==> src/rtl/fetch_align.sv <==
// fetch_align
//   Turns a stream of 32-bit memory words into aligned 16/32-bit instructions.
//   Instructions may start on any halfword, and a 32-bit instruction may
//   straddle two memory words. Up to three halfwords are buffered.
//
// Ports
//   clk_i          rising-edge clock
//   rst_i          synchronous active-high reset (beats flush and handshakes)
//   flush_i        redirect request; drops the same-cycle word and handshake
//   flush_pc_i     redirect target (halfword aligned, bit 0 ignored)
//   fetch_addr_o   word address the memory should present next
//   mem_valid_i    memory word for fetch_addr_o is present
//   mem_rdata_i    memory word
//   mem_ready_o    word is accepted this cycle
//   instr_o        aligned instruction (zero-extended when 16-bit)
//   pc_o           address of instr_o
//   compressed_o   instr_o is a 16-bit instruction
//   instr_valid_o  instr_o/pc_o/compressed_o are valid
//   instr_ready_i  downstream takes the instruction this cycle
module fetch_align #(
    parameter logic [31:0] RESET_PC = 32'h0000_0000
) (
    input  logic        clk_i,
    input  logic        rst_i,
    input  logic        flush_i,
    input  logic [31:0] flush_pc_i,
    output logic [31:0] fetch_addr_o,
    input  logic        mem_valid_i,
    input  logic [31:0] mem_rdata_i,
    output logic        mem_ready_o,
    output logic [31:0] instr_o,
    output logic [31:0] pc_o,
    output logic        compressed_o,
    output logic        instr_valid_o,
    input  logic        instr_ready_i
);

    // Halfword buffer, entry 0 (oldest) in bits [15:0].
    logic [47:0] buf_reg;
    logic [47:0] buf_next;
    logic [1:0]  count_reg;
    logic [1:0]  count_next;
    logic [31:0] pc_reg;
    logic [31:0] fetch_addr_reg;
    logic        skip_reg;

    logic        compressed;
    logic        take;
    logic        accept;
    logic [1:0]  cons_n;
    logic [1:0]  rem;
    logic [47:0] shifted;

    assign compressed    = buf_reg[1:0] != 2'b11;
    assign instr_valid_o = ((count_reg != 2'd0) && compressed) || (count_reg >= 2'd2);
    assign take          = instr_valid_o && instr_ready_i;

    // Halfwords removed by the output handshake this cycle.
    assign cons_n = take ? (compressed ? 2'd1 : 2'd2) : 2'd0;
    assign rem    = count_reg - cons_n;

    // A word may carry two halfwords, so accept only when at most one entry
    // survives the consume; this keeps the buffer within three entries even
    // when a single compressed instruction leaves from a full buffer.
    assign mem_ready_o = !flush_i && (rem <= 2'd1);
    assign accept      = mem_valid_i && mem_ready_o;

    // Consume first: survivors move down to entry 0.
    assign shifted = buf_reg >> {cons_n, 4'b0000};

    // New halfwords land directly after the surviving remainder.
    genvar gi;
    generate
        for (gi = 0; gi < 3; gi++) begin : g_entry
            logic sel_lo;
            logic sel_hi;
            assign sel_lo = accept && !skip_reg && (rem == 2'(gi));
            assign sel_hi = accept && (skip_reg ? (rem == 2'(gi))
                                                : (({1'b0, rem} + 3'd1) == 3'(gi)));
            assign buf_next[16*gi +: 16] = sel_lo ? mem_rdata_i[15:0]  :
                                           sel_hi ? mem_rdata_i[31:16] :
                                                    shifted[16*gi +: 16];
        end
    endgenerate

    assign count_next = rem + (accept ? (skip_reg ? 2'd1 : 2'd2) : 2'd0);

    // Buffer contents are qualified by count_reg, so they need no reset.
    always_ff @(posedge clk_i) begin
        buf_reg <= buf_next;
    end

    always_ff @(posedge clk_i) begin
        if (rst_i) begin
            count_reg      <= 2'd0;
            pc_reg         <= {RESET_PC[31:1], 1'b0};
            fetch_addr_reg <= {RESET_PC[31:2], 2'b00};
            skip_reg       <= RESET_PC[1];
        end else if (flush_i) begin
            count_reg      <= 2'd0;
            pc_reg         <= {flush_pc_i[31:1], 1'b0};
            fetch_addr_reg <= {flush_pc_i[31:2], 2'b00};
            // Target in the upper half: the lower half of the first word is dropped.
            skip_reg       <= flush_pc_i[1];
        end else begin
            count_reg <= count_next;
            if (take) begin
                pc_reg <= pc_reg + (compressed ? 32'd2 : 32'd4);
            end
            if (accept) begin
                fetch_addr_reg <= fetch_addr_reg + 32'd4;
                skip_reg       <= 1'b0;
            end
        end
    end

    assign fetch_addr_o = fetch_addr_reg;
    assign pc_o         = pc_reg;
    assign compressed_o = compressed;
    assign instr_o      = compressed ? {16'h0000, buf_reg[15:0]} : buf_reg[31:0];

endmodule

==> config.mk <==
export PLATFORM = sky130hd
export DESIGN_NAME = fetch_align
export DESIGN_NICKNAME = d
export VERILOG_FILES = /design/src/rtl/fetch_align.sv
export SDC_FILE = /design/constraint.sdc
export NUM_CORES = 1
export LEC_CHECK = 0
export ABC_CLOCK_PERIOD_IN_PS = 4640
export BUFFER_PORTS_ARGS = -buffer_cell sky130_fd_sc_hd__buf_2
export CAP_MARGIN = 20
export CORE_MARGIN = 2
export CORE_UTILIZATION = 50
export DETAILED_ROUTE_END_ITERATION = 10
export HOLD_SLACK_MARGIN = 0.12
export PLACE_DENSITY = 0.86
export SETUP_SLACK_MARGIN = 0.5
export SYNTH_ARGS = -nofsm -noshare
export SYNTH_HDL_FRONTEND = slang
export SYNTH_SLANG_ARGS = --single-unit
==> constraint.sdc <==
create_clock -name clk_i -period 4.64 [get_ports clk_i]
set_input_delay 0.232 -clock clk_i [delete_from_list [all_inputs] [get_ports clk_i]]
set_output_delay 0.232 -clock clk_i [all_outputs]
set_load 0.02 [all_outputs]
Word level (Yosys, flattened, before mapping)
Index checks and enable logic that the tools add are counted.

Register bits after elaboration: 115. Bits in latches: 0. Memory bits (writable): 0. Memory bits (read-only): 0. Input port bits: 69. Output and inout bits: 99. Word-level logic and storage cells: 61. Memories kept: 0.

$add $sub $neg: 5. Multipliers: 0. Divide/modulo/power cells: 0. Order comparisons: 2. Equality and inequality tests: 5. Shift operators: 1. Mux-type cells: 21. Bitwise gates (word level): 0. Reductions and logical operators: 20.

Operator list (count): 32-bit two-way mux (5); 16-bit two-way mux (6); 48-bit by 6-bit right shift with 48-bit output (1); 32-bit by 3-bit adder with 32-bit output (1); 32-bit by 3-bit adder with 32-bit output, second input constant (1); 1-bit logical AND (11); 2-bit two-way mux (4); 2-bit nonzero test (3); 1-bit two-way mux (5); 2-bit by 1-bit adder with 3-bit output, second input constant (1); 3-bit by 1-bit equality test with 1-bit output, second input constant (1); 3-bit by 2-bit equality test with 1-bit output, second input constant (1); 3-bit logical NOT (1); 3-bit two-way mux (1); 2-bit adder (1); 2-bit by 1-bit equality test with 1-bit output, second input constant (1); 2-bit equality test, second input constant (1); 2-bit >= comparator, second input constant (1); 2-bit by 1-bit <= comparator with 1-bit output, second input constant (1); 1-bit logical NOT (2); 2-bit logical NOT (1); 2-bit != test, second input constant (1); 2-bit OR reduction (1); 2-bit subtractor (1); 1-bit logical OR (1).

Logic depth before layout (Yosys ltp)
Gate-level depths: netlist (run 1).

Word-level depth: 12. Depth in mapped cells: 14. Mapped depth without buffers: 10.

Least setup slack after synthesis (run 1)
OpenSTA, ideal clock, no wires.

Kind: reg2reg. Start point: register buf_reg[0]. End point: register buf_reg[0] (enable). Library setup time: 0.362 ns. Arrival time: 2.965 ns. Path slack: 1.314 ns. Stages on the path, launching flop included: 14. Buffers on the path: 5. Clock period less this slack: 3.326 ns. Path through: edfxtp_1 -> buf_2 -> a21boi_2 -> o21ai_1 -> buf_2 -> buf_1 -> nor2_1 -> ha_1 -> nand2b_1 -> o2111a_2 -> buf_2 -> nand3_1 -> buf_2 -> nand2_1.

Word-level cells in the longest chain between the ends: 12. Elaborated cells on any way between the ends: 20.

RTL lines: start, declared (RTL line 39) `logic [47:0] buf_reg;`; start signal, assigned (RTL line 90) `buf_reg <= buf_next;`; 2-bit != test (RTL line 54) `assign compressed = buf_reg[1:0] != 2'b11;`; 1-bit logical AND (RTL line 55) `assign instr_valid_o = ((count_reg != 2'd0) && compressed) || (count_reg >= 2'd2);`; 1-bit logical OR (RTL line 55); 1-bit logical AND (RTL line 56) `assign take = instr_valid_o && instr_ready_i;`; 2-bit two-way mux (RTL line 59) `assign cons_n = take ? (compressed ? 2'd1 : 2'd2) : 2'd0;`; 2-bit subtractor (RTL line 60) `assign rem = count_reg - cons_n;`; 2-bit by 1-bit adder with 3-bit output or 2-bit by 1-bit <= comparator with 1-bit output (tied branches) (RTL line 79, 65); 3-bit logical NOT or 1-bit logical AND (tied branches) (RTL line 79, 65); 1-bit two-way mux or 1-bit logical AND (tied branches) (RTL line 78, 66); 1-bit logical AND, on equally long branches (RTL line 78, 77); 16-bit two-way mux or 1-bit logical AND (tied branches) (RTL line 81, 77); 16-bit two-way mux (*) (RTL line 80) `assign buf_next[16*gi +: 16] = sel_lo ? mem_rdata_i[15:0] :`.

Every way passes the cells marked *; elsewhere a longest branch is shown, timed or not. A chain may end at the register's enable or synchronous reset.

Final worst setup path (run 1)
Start point: register buf_reg[0]. End point: register buf_reg[3] (enable).

Word-level cells in the longest chain between the ends: 12. Elaborated cells on any way between the ends: 20.

RTL lines (RTL line): 2-bit != test (*) (54); 1-bit logical AND (55); 1-bit logical OR (55); 1-bit logical AND (56); 2-bit two-way mux (*) (59); 2-bit subtractor (60); 2-bit by 1-bit adder with 3-bit output or 2-bit by 1-bit <= comparator with 1-bit output (tied branches) (79, 65); 3-bit logical NOT or 1-bit logical AND (tied branches) (79, 65); 1-bit two-way mux or 1-bit logical AND (tied branches) (78, 66); 1-bit logical AND, on equally long branches (78, 77); 16-bit two-way mux or 1-bit logical AND (tied branches) (81, 77); 16-bit two-way mux (*) (80).

Marks and branches as above.

==> out/qor.yml, run 1 <==
layout:
  antennaDiodeCount: 0
  largest_register_ffs: 48
  final_util_pct: 59.6
  fillers: 1121
  drive_above_1_share_pct: 24.9
  multi_input_comb_area_um2: 3390
  final_nets: 933
  areaGrowthSynthToFinish_pct: 16.6
  register_area_um2: 2560
route:
  viasPerCell: 5.73
  finalWirelength_um: 17600
  via_count: 5927
  drtIter0Drc: 454
  drc: 0
  first_pass_iters: 5
  postRouteAntennaNets: 0
  avgRoutedWirePerCell_um: 17.0
timing:
  setup_viol_count_final: 0
  fin_worst_skew_ns: 0.00725
  max_freq_mhz: 272
  slew_violations: 0
  slew_headroom_pct: 30.1
  fin_setup_tns_ns: 0
  final_hold_viol_count: 0
  hold_ws_ns: 0.126
  rsz0062_at_grt: "no"
  finalCriticalPeriod_ns: 3.68
  timing.final.crit_share_pct: 79.3
  worstMarginPinSlew_ns: 1.05
synthesis:
  yosysUniqueCellTypes: 65
  yosysSeqAreaShare_pct: 39.9
  synth.area.top_cells: "dfxtp_1 (25%), edfxtp_1 (15%), nand2_1 (4.9%)"
  synthCells: 735
  yosysTopAreaCellShare_pct: 25.0
  ys_ff_latch: 112
  synth_edf_count: 32
  yosysWarnings: 0
  syn-cell-area_um2: 6420
  synth_async_sr_flop_share_pct: 0
  avgSynthCellArea_um2: 8.73
  synth_top_cell_by_area: "dfxtp_1"
  synthFlopType: "dfxtp_1"
worst_setup_path:
  cp_max_fo: 33
  worst-endpoint-arrival_ns: 3.65
  crit_top_cell: "nor2_1"
  r2r_start: "buf_reg[0]"
  end_kind: "flop"
  path_buf_inv: 1
  startpoint_type: "flop"
  critPathTopFamily: "simple AND/OR/NAND/NOR gates"
  critPathLaunch: "buf_reg[0]"
  r2r_slack_ns: 0.96
  slowest_stage: "edfxtp_1"
  rr_worst_depth: 10
  path_class: "reg -> reg"
  path_cells: "a21boi_2 > o21ai_2 > nor2_1 > ha_1 > nand2b_1 > o2111ai_2 > nor2_2 > buf_4 > nor2_1 > nand2_1"
  worst_ep_required_time_ns: 4.62
  critPathMaxStageDelay_ns: 0.69
  timing.rr.end: "buf_reg[3]"
  cp-endpoint: "buf_reg[3]"
  cp.depth: 10
floorplanning:
  initial_utilization_pct: 51.1
  io_pins: 168
  dieArea_um2: 13800
  die_w_um: 117
  core_area_um2: 12600
  die_h_um: 117
  rows: 41
run_status:
  status: "finished, final reports clean"
cts:
  clk-insertion-delay-late_ns: 0.35
  clk_path_buf_depth: 2
  cts_tree: "built"
  cts_max_level: 3
  clk_pin_slew_ns: 0.07
  post-cts-setup-buffers: 0
  cts_made_buffers: 9
  cts_sinks: 112
  cts-root-buf: "clkbuf_16"
global_routing:
  antenna_found_initial: 0
  grt_pass1_wl_um: 27200
  grt_pass1_vias: 5411
  track_usage_pct: 25.4
  grt_overflow: 0
  grt_max_degree: 54
power_and_ir_drop:
  ir_drop_v: 0.000156
  leakage_nw: 3.07
  powerDensity_nw_per_um2: 313
place:
  port_buffers: 163
  gp_congestion: 0.882
  hpwl_um: 12100
hold_path:
  hp-class: "in -> reg"
run:
  maxCapViolations: 0
worst min-delay path by stage:
stage / cells past startpoint / from / endpoint
after floorplan: 2 / mem_rdata_i[16] / buf_reg[32]
after detailed placement: 3 / flush_pc_i[31] / pc_o[31]
after CTS: 3 / mem_rdata_i[31] / buf_reg[47]
after global placement: 2 / buf_reg[47] / buf_reg[47]
final: 3 / mem_rdata_i[24] / buf_reg[40]
after global routing: 3 / mem_rdata_i[30] / buf_reg[46]
layout by cell type, fill, tap and decap left out, types with 5 or more instances in the layout:
master,n
a221oi_1,6
inv_1,32
clkbuf_16,9
and2_1,6
a21boi_1,5
and4_1,10
nor3_1,11
dfxtp_1,80
o31a_1,9
a221oi_2,10
nand4_1,24
buf_2,163
buf_4,5
a21boi_0,26
mux2i_1,16
dlygate4sd3_1,6
ha_1,5
o21a_1,5
or3_1,19
and3_1,23
a31oi_1,21
nor4_1,10
edfxtp_1,32
nand3_1,23
nand2_1,83
a21oi_1,31
o21ai_0,21
xor2_1,22
nor2_1,63
xnor2_1,22
worst reg2reg max path, cell delays in order (launching register included):
cell	delay (ns)
edfxtp_1	0.69
a21boi_2	0.38
o21ai_2	0.09
nor2_1	0.10
ha_1	0.20
nand2b_1	0.24
o2111ai_2	0.43
nor2_2	0.20
buf_4	0.32
nor2_1	0.07
nand2_1	0.59
layer usage:
metal	global-route usage, %	part of all wire, %	vias up	wire length (um)
met1	33.2	42	2735	7360
met2	42.3	49	290	8580
li1	-	-	2877	-
met3	4.07	7.7	25	1360
met4	9.57	1.8	0	315
met5	0	0	-	0
cell type report:
cell class	count	share of cell area [%]
Clock buffer	14	3.58
Sequential cell	112	34.2
Inverter	32	1.60
Multi-Input combinational cell	529	45.3
Timing Repair Buffer	174	12.2
Tap cell	172	2.88
Clock inverter	2	0.167
Yosys cell counts (11+ instances only):
cell type  instances
buf_4             23
nand3_1           23
a21boi_0          26
inv_1             32
and3_1            24
xor2_1            22
xnor2_1           22
edfxtp_1          32
a21oi_1           31
a31oi_1           21
or3_1             19
buf_2             16
nor2_1            63
mux2i_1           16
o21ai_0           21
clkbuf_1          22
nor3_1            11
nand4_1           24
nand2_1           83
dfxtp_1           80
cell families (layout without fill, tap and decap cells):
logic type | count (synthesis) | after routing | synth area share [%]
adder cells (fa/ha/maj) | 6 | 6 | 1.29
multiplexers | 17 | 17 | 2.67
flip-flops | 112 | 112 | 39.9
AO/OA/AOI/OAI | 164 | 164 | 18.9
other | 1 | 3 | 0.0584
buffers and inverters | 96 | 222 | 7.39
XOR/XNOR | 44 | 44 | 6.00
AND/OR/NAND/NOR | 295 | 295 | 23.7
report_power, final:
part / switching [mW] / total [mW] / leakage [nW] / internal, mW
clock network: 0.343 / 0.744 / 0.141 / 0.402
registers: 0.0864 / 1.18 / 0.973 / 1.10
logic: 0.257 / 0.415 / 1.95 / 0.158
through the flow:
stage                     cells  worst slack [ns]  cell area, um2  total power, mW
after floorplan             737              1.31            6420             1.47
after global placement     1013              1.09            7140             1.60
after detailed placement   1013             0.991            7140             1.61
after CTS                  1035             0.976            7480             2.36
after global routing       1035             0.719            7480             2.45
final                      1035             0.963            7480             2.34
what timing repair did:
action,CTS,global route
hold buffers,6,0
gates resized for setup,0,0
endpoints found under the hold margin,6,0
(Power assumes the default switching activity.)
==> run 2: changes to the inputs <==
- ABC_AREA: default -> 1
- ABC_CLOCK_PERIOD_IN_PS: 4640 -> 3600
- PLACE_DENSITY: 0.86 -> 0.85
- clock period: 4.64 -> 3.6 ns (I/O delays scaled with it)
==> run 2 against run 1 <==
Via count rose by 42%. Clock power rose by 36%. Die area rose by 15%. Worst hold slack got worse by 0.0052 ns. Synthesized area rose by 15%. Register-to-register slack got worse by 0.26 ns. Critical path depth rose by 3. Routed wire length rose by 37%. Critical endpoint is now buf_reg[17]. Largest cell class unchanged. Highest routed layer unchanged.
==> out/qor.yml, run 2 <==
route:
  avgRoutedWirePerCell_um: 15.9  # -6.9%
  first_pass_iters: 5  # unchanged
  drtIter0Drc: 1025  # +130%
  viasPerCell: 5.54  # -3.2%
  via_count: 8415  # +42%
  finalWirelength_um: 24100  # +37%
  drc: 0  # unchanged
  postRouteAntennaNets: 0  # unchanged
floorplanning:
  die_w_um: 126  # +7.2%
  initial_utilization_pct: 51.0  # -0.070 points
  die_h_um: 126  # +7.2%
  rows: 44  # +7.3%
  io_pins: 168  # unchanged
  core_area_um2: 14500  # +16%
  dieArea_um2: 15800  # +15%
power_and_ir_drop:
  clock_power_share_pct: 31.6  # -0.2 points
  combPwrFrac_pct: 20.7  # +3.0 points
  powerDensity_nw_per_um2: 366  # +17%
  switching_share_pct: 33.6  # +4.3 points
  leakage_nw: 4.20  # +37%
  p_int_mw: 2.12  # +28%
  power_frac_seq_pct: 47.6  # -2.9 points
  power.switching_mw: 1.07  # +56%
  ir_drop_v: 0.000230  # +47%
layout:
  final_common_cell: "nand2_1"
  drive_above_1_share_pct: 16.0  # -8.9 points
  areaGrowthSynthToFinish_pct: 17.7
  final_nets: 1404  # +50%
  multi_input_comb_area_um2: 3980  # +17%
  mostFrequentLayoutCells: "nand2_1 (373), buf_2 (163), nand3_1 (147)"
  antennaDiodeCount: 0  # unchanged
  fillers: 1381  # +23%
  register_area_um2: 2560  # unchanged
  largest_register_ffs: 48  # unchanged
timing:
  rsz0062_at_grt: "yes"
  setup_viol_count_final: 0  # unchanged
  max_freq_mhz: 345  # +27%
  slew_violations: 0  # unchanged
  worstMarginPinSlew_ns: 0.702  # -0.345 ns
  timing.final.crit_share_pct: 80.6  # +1.4 points
  fin_worst_skew_ns: 0.0112  # +0.00392 ns
  slew_headroom_pct: 52.8  # +23 points
  final_hold_viol_count: 0  # unchanged
  finalCriticalPeriod_ns: 2.90  # -0.775 ns
  fin_ws_ns: 0.698  # -0.265 ns
  fin_setup_tns_ns: 0  # unchanged
synthesis:
  avgSynthCellArea_um2: 6.27  # -28%
  yosysWarnings: 0  # unchanged
  ys_ff_latch: 112  # unchanged
  synthFlopType: "dfxtp_1"
  synthCells: 1182  # +61%
  yosysTopAreaCellShare_pct: 21.6  # -3.3 points
  synth_most_common_cell: "nand2_1"
  synth_async_sr_flop_share_pct: 0  # unchanged
  syn-cell-area_um2: 7410  # +15%
  synth_top_cell_by_area: "dfxtp_1"
  yosysSeqAreaShare_pct: 34.6  # -5.4 points
  synth_common_cells: "nand2_1 (373), nand3_1 (149), nor2_1 (146), inv_1 (135), dfxtp_1 (80)"
  synth.area.top_cells: "dfxtp_1 (22%), nand2_1 (19%), edfxtp_1 (13%)"
  synth_edf_count: 32  # unchanged
  yosysUniqueCellTypes: 38  # -42%
worst_setup_path:
  startpoint_type: "flop"
  cp_max_fo: 18  # -45%
  rr_worst_depth: 13  # +3
  r2r_start: "buf_reg[0]"
  timing.rr.end: "buf_reg[17]"
  r2r_slack_ns: 0.70  # -0.26 ns
  end_kind: "flop"
  path_class: "reg -> reg"
  worst-endpoint-arrival_ns: 2.91  # -0.74 ns
  worst_ep_required_time_ns: 3.61  # -1.01 ns
global_routing:
  track_usage_pct: 29.5  # +4.1 points
  grt_pass1_vias: 7625  # +41%
  grt_max_degree: 50  # -7.4%
  grt_overflow: 0  # unchanged
  grt_pass1_wl_um: 38000  # +40%
  antenna_found_initial: 0  # unchanged
cts:
  clk_pin_slew_ns: 0.08  # about the same
  cts_made_buffers: 9  # unchanged
  cts_max_level: 3  # unchanged
  cts-root-buf: "clkbuf_16"
  clk-insertion-delay-late_ns: 0.37  # +0.02 ns
  cts_tree: "built"
  clk_path_buf_depth: 2  # unchanged
  cts_sinks: 112  # unchanged
run_status:
  status: "finished, final reports clean"
place:
  port_buffers: 163  # unchanged
  gp_congestion: 0.967  # +9.6%
  place_ws_ns: 0.679  # -0.312 ns
  hpwl_um: 17300  # +43%
run:
  maxCapViolations: 0  # unchanged
hold_path:
  holdPathStages: 3  # unchanged
  holdPathEnd: "buf_reg[9]"
  hp-start: "mem_rdata_i[9]"
  hp-class: "in -> reg"
==> run 2: routing by layer <==
layer / up-vias / wire (um) / global-route usage, %
li1: 4037 / - / -
met1: 3797 / 9870 / 40.0
met2: 507 / 10900 / 46.9
met3: 74 / 2460 / 5.01
met4: 0 / 870 / 12.2
met5: - / 0 / 0
==> run 2: final cells by class <==
cell class	count	share of cell area, %
Clock buffer	9	2.58
Clock inverter	7	0.746
Inverter	140	6.08
Multi-Input combinational cell	867	45.6
Sequential cell	112	29.4
Tap cell	184	2.64
Timing Repair Buffer	199	13.0
==> run 2: stage by stage <==
| step | instances | cell area, um2 | power [mW] | hold slack [ns] | utilization [%] |
|---|---|---|---|---|---|
| 2_1_floorplan | 1184 | 7430 | 1.96 | 0.344 | - |
| 3_3_place_gp | 1482 | 8230 | 2.15 | 0.472 | 56.6 |
| 3_5_place_dp | 1482 | 8230 | 2.17 | 0.470 | 56.6 |
| 4_1_cts | 1518 | 8720 | 3.18 | 0.120 | 60.0 |
| 5_1_grt | 1518 | 8730 | 3.31 | 0.129 | 60.0 |
| 6_report | 1518 | 8730 | 3.19 | 0.121 | 60.0 |
==> run 2: how the worst max path moves through the flow <==
stage / endpoint / cells past startpoint / startpoint / slack (ns)
final: buf_reg[17] / 13 / buf_reg[0] / 0.70
after global routing: buf_reg[31] / 13 / buf_reg[1] / 0.46
after global placement: buf_reg[23] / 15 / buf_reg[1] / 0.77
after detailed placement: buf_reg[18] / 16 / buf_reg[0] / 0.68
after floorplan: buf_reg[0] / 14 / buf_reg[0] / 0.58
after CTS: buf_reg[18] / 16 / buf_reg[0] / 0.66
==> run 2: worst max-delay path, cell delays in order, from the launching register on <==
cell	delay, ns
edfxtp_1	0.43
nand2_1	0.13
inv_1	0.12
o21ai_2	0.21
nand3_1	0.09
inv_1	0.09
ha_1	0.18
inv_1	0.06
nand3_2	0.13
nand3_2	0.13
nor2_4	0.12
buf_4	0.26
nand2_4	0.19
nand3_2	0.41
==> run 2: power groups by stage <==
stage / combinational (mW) / sequential [mW] / clock [mW]
2_1_floorplan: 0.389 / 1.57 / 0
3_3_place_gp: 0.614 / 1.54 / 0
3_5_place_dp: 0.629 / 1.55 / 0
4_1_cts: 0.649 / 1.52 / 1.01
5_1_grt: 0.720 / 1.53 / 1.05
6_report: 0.661 / 1.52 / 1.01
==> run 2: cell families (layout without fill, tap and decap cells) <==
logic type,after synthesis,in the layout,synth area share (%)
buf+inv,205,355,12.0
compound gates,129,129,9.39
other cells,1,3,0.0506
fa+ha+maj,6,6,1.11
flops,112,112,34.6
xor+xnor,20,20,2.36
simple gates,709,709,40.5
==> run 2: repair_timing <==
| item | CTS | global route |
|---|---|---|
| hold buffers | 20 | 0 |
| resized for setup | 0 | 3 |
| endpoints found under the setup margin | 0 | 32 |
| hold endpoints to repair | 33 | 0 |
| buffers inserted | 0 | 0 |
==> run 3: changes to the inputs <==
- ABC_CLOCK_PERIOD_IN_PS: 3600 -> 2700
- clock period: 3.6 -> 2.7 ns (I/O delays scaled with it)
==> run 3 against run 2 <==
Non-clock buffer count is 73 higher. Core utilization is 10 points higher. Highest routed layer unchanged. Total power is 46% higher. Global-route usage is 3.5 points higher. Cell count is 5.0% higher. Worst hold slack better by 0.014 ns. Combinational power is 77% higher.
==> out/qor.yml, run 3 (synthesis results as in run 2) <==
route:
  avgRoutedWirePerCell_um: 19.0  # +20%
  drc: 0  # unchanged
  dr_wl_met3_um: 3680  # +50%
  first_pass_iters: 6  # +1
  finalWirelength_um: 30300  # +26%
  wl_met2_um: 13800  # +27%
  drtIter0Drc: 1487  # +45%
  highest_layer: "met4"
  via_count: 9485  # +13%
  postRouteAntennaNets: 0  # unchanged
  wl_met1_um: 10600  # +7.0%
  viasPerCell: 5.95  # +7.3%
power_and_ir_drop:
  power_frac_seq_pct: 44.0  # -3.6 points
  clock_power_share_pct: 31.0  # -0.6 points
  ir_drop_v: 0.000316  # +37%
  power.switching_mw: 1.65  # +54%
  p_int_mw: 3.00  # +42%
  combPwrFrac_pct: 25.1  # +4.4 points
  switching_share_pct: 35.5  # +1.9 points
  powerDensity_nw_per_um2: 455  # +24%
  leakage_nw: 4.76  # +13%
timing:
  setup_viol_count_final: 0  # unchanged
  final_hold_viol_count: 0  # unchanged
  timing.final.crit_share_pct: 93.4  # +13 points
  worstMarginPinSlew_ns: 0.652  # -0.0503 ns
  finalCriticalPeriod_ns: 2.52  # -0.381 ns
  hold_ws_ns: 0.135  # +0.0141 ns
  fin_worst_skew_ns: 0.0283  # +0.0171 ns
  slew_violations: 0  # unchanged
  rsz0062_at_grt: "yes"
  max_freq_mhz: 397  # +15%
  slew_headroom_pct: 56.3  # +3.4 points
  fin_setup_tns_ns: 0  # unchanged
worst_setup_path:
  end_kind: "flop"
  slowest_stage: "edfxtp_1"
  rr_worst_depth: 15  # +2
  path_buf_inv: 5  # +1
  critPathTopFamily: "simple AND/OR/NAND/NOR gates"
  startpoint_type: "flop"
  path_class: "reg -> reg"
  cp_max_fo: 16  # -2
  r2r_start: "buf_reg[1]"
  critPathMaxStageDelay_ns: 0.43  # about the same
  crit_top_cell: "nand3_2"
  worst-endpoint-arrival_ns: 2.65  # -0.26 ns
  r2r_slack_ns: 0.18  # -0.52 ns
  timing.rr.end: "buf_reg[1]"
  worst_ep_required_time_ns: 2.82  # -0.79 ns
  path_cells: "nand2_4 > inv_4 > o21ai_4 > nand3_2 > inv_2 > ha_4 > inv_2 > nand3_4 > buf_4 > nand3_2 > nor2_4 > buf_6 > nand3_1 > nand3_2 > nand2_1"
floorplanning:
  core_area_um2: 14500  # unchanged
  dieArea_um2: 15800  # unchanged
  io_pins: 168  # unchanged
  initial_utilization_pct: 51.0  # unchanged
  die_h_um: 126  # unchanged
  die_w_um: 126  # unchanged
  rows: 44  # unchanged
cts:
  clk_pin_slew_ns: 0.08  # about the same
  cts_max_level: 3  # unchanged
  cts_sinks: 112  # unchanged
  cts-root-buf: "clkbuf_16"
  clk-insertion-delay-late_ns: 0.39  # +0.02 ns
  cts_made_buffers: 9  # unchanged
  cts_tree: "built"
  clk_path_buf_depth: 2  # unchanged
global_routing:
  grt_pass1_vias: 8241  # +8.1%
  antenna_found_initial: 0  # unchanged
  grt_overflow: 0  # unchanged
  track_usage_pct: 32.9  # +3.5 points
  grt_max_degree: 45  # -10%
  grt_pass1_wl_um: 41900  # +10%
layout:
  mostFrequentLayoutCells: "nand2_1 (358), buf_2 (163), nor2_1 (141)"
  drive_above_1_share_pct: 24.2  # +8.1 points
  areaGrowthSynthToFinish_pct: 38.0
  final_common_cell: "nand2_1"
  antennaDiodeCount: 0  # unchanged
  stdcell_area_um2: 10200  # +17%
  final_nets: 1480  # +5.4%
  largest_register_ffs: 48  # unchanged
hold_path:
  holdPathEnd: "fetch_addr_o[9]"
  hp-class: "in -> reg"
  holdPathStages: 3  # unchanged
  hp-start: "flush_pc_i[9]"
place:
  placed_cell_area_um2: 8360  # +1.6%
  hpwl_um: 17200  # -0.11%
  gp_congestion: 0.942  # -2.5%
  port_buffers: 163  # unchanged
run_status:
  status: "finished, final reports clean"
run:
  maxCapViolations: 0  # unchanged
[run 3: changes by cell type in the layout (fill, tap and decap cells not counted), moves of 10 or more]
cell,change
nand3_4,+10
nand3_1,-33
dlygate4sd3_1,+20
o21ai_1,+12
o21ai_0,-15
buf_4,+17
buf_6,+11
nand3_2,+26
nand2_2,+10
nand2_1,-15
[run 3: stage by stage]
| step | setup slack, ns | instances | utilization [%] | total power [mW] |
|---|---|---|---|---|
| after global placement | 0.156 | 1486 | 57.5 | 2.89 |
| final | 0.179 | 1594 | 70.4 | 4.65 |
| after detailed placement | 0.0789 | 1486 | 57.5 | 2.91 |
| after CTS | 0.411 | 1572 | 66.0 | 4.42 |
| after global routing | 0.0995 | 1594 | 70.4 | 4.78 |
| after floorplan | 0.0847 | 1184 | - | 2.63 |
[run 3: how the worst max path moves through the flow]
stage | cells past startpoint | endpoint | from
final | 15 | buf_reg[1] | buf_reg[1]
after global routing | 15 | buf_reg[1] | buf_reg[1]
after global placement | 12 | buf_reg[1] | buf_reg[1]
after detailed placement | 12 | buf_reg[1] | buf_reg[1]
after CTS | 17 | buf_reg[5] | buf_reg[0]
after floorplan | 14 | buf_reg[0] | buf_reg[1]
[run 3: cell type report]
cell class | instances | area, um2
Fill cell | 1108 | 4310
Multi-Input combinational cell | 870 | 4440
Clock buffer | 9 | 225
Timing Repair Buffer | 272 | 2150
Clock inverter | 7 | 67.6
Sequential cell | 112 | 2560
Inverter | 140 | 553
Tap cell | 184 | 230
[run 3: worst reg2reg max path, stage by stage (launching register included)]
cell	delay, ns
edfxtp_1	0.43
nand2_4	0.13
inv_4	0.05
o21ai_4	0.17
nand3_2	0.09
inv_2	0.09
ha_4	0.14
inv_2	0.04
nand3_4	0.12
buf_4	0.13
nand3_2	0.13
nor2_4	0.22
buf_6	0.23
nand3_1	0.15
nand3_2	0.10
nand2_1	0.07
[run 3: power by group through the flow]
stage	Sequential (mW)	Clock (mW)	Combinational, mW
finish	2.05	1.44	1.17
global route	2.06	1.49	1.24
CTS	2.02	1.40	1.01
detailed placement	2.06	0	0.856
global placement	2.05	0	0.835
floorplan	2.09	0	0.542
[run 3: layer usage]
layer  vias to the layer above  global-route usage, %
met5                         -                      0
met4                         0                   20.2
met3                       209                   6.07
met2                       865                   53.7
met1                      4202                   40.6
li1                       4209                      -
[run 3: timing repair]
item                                    in CTS  in global routing
endpoints found under the hold margin       57                  1
gates cloned                                 9                  6
hold buffers                                39                  1
pin swaps                                   10                 28
gates resized for setup                     41                 93
setup buffers                               22                 15
endpoints found under the setup margin      99                131
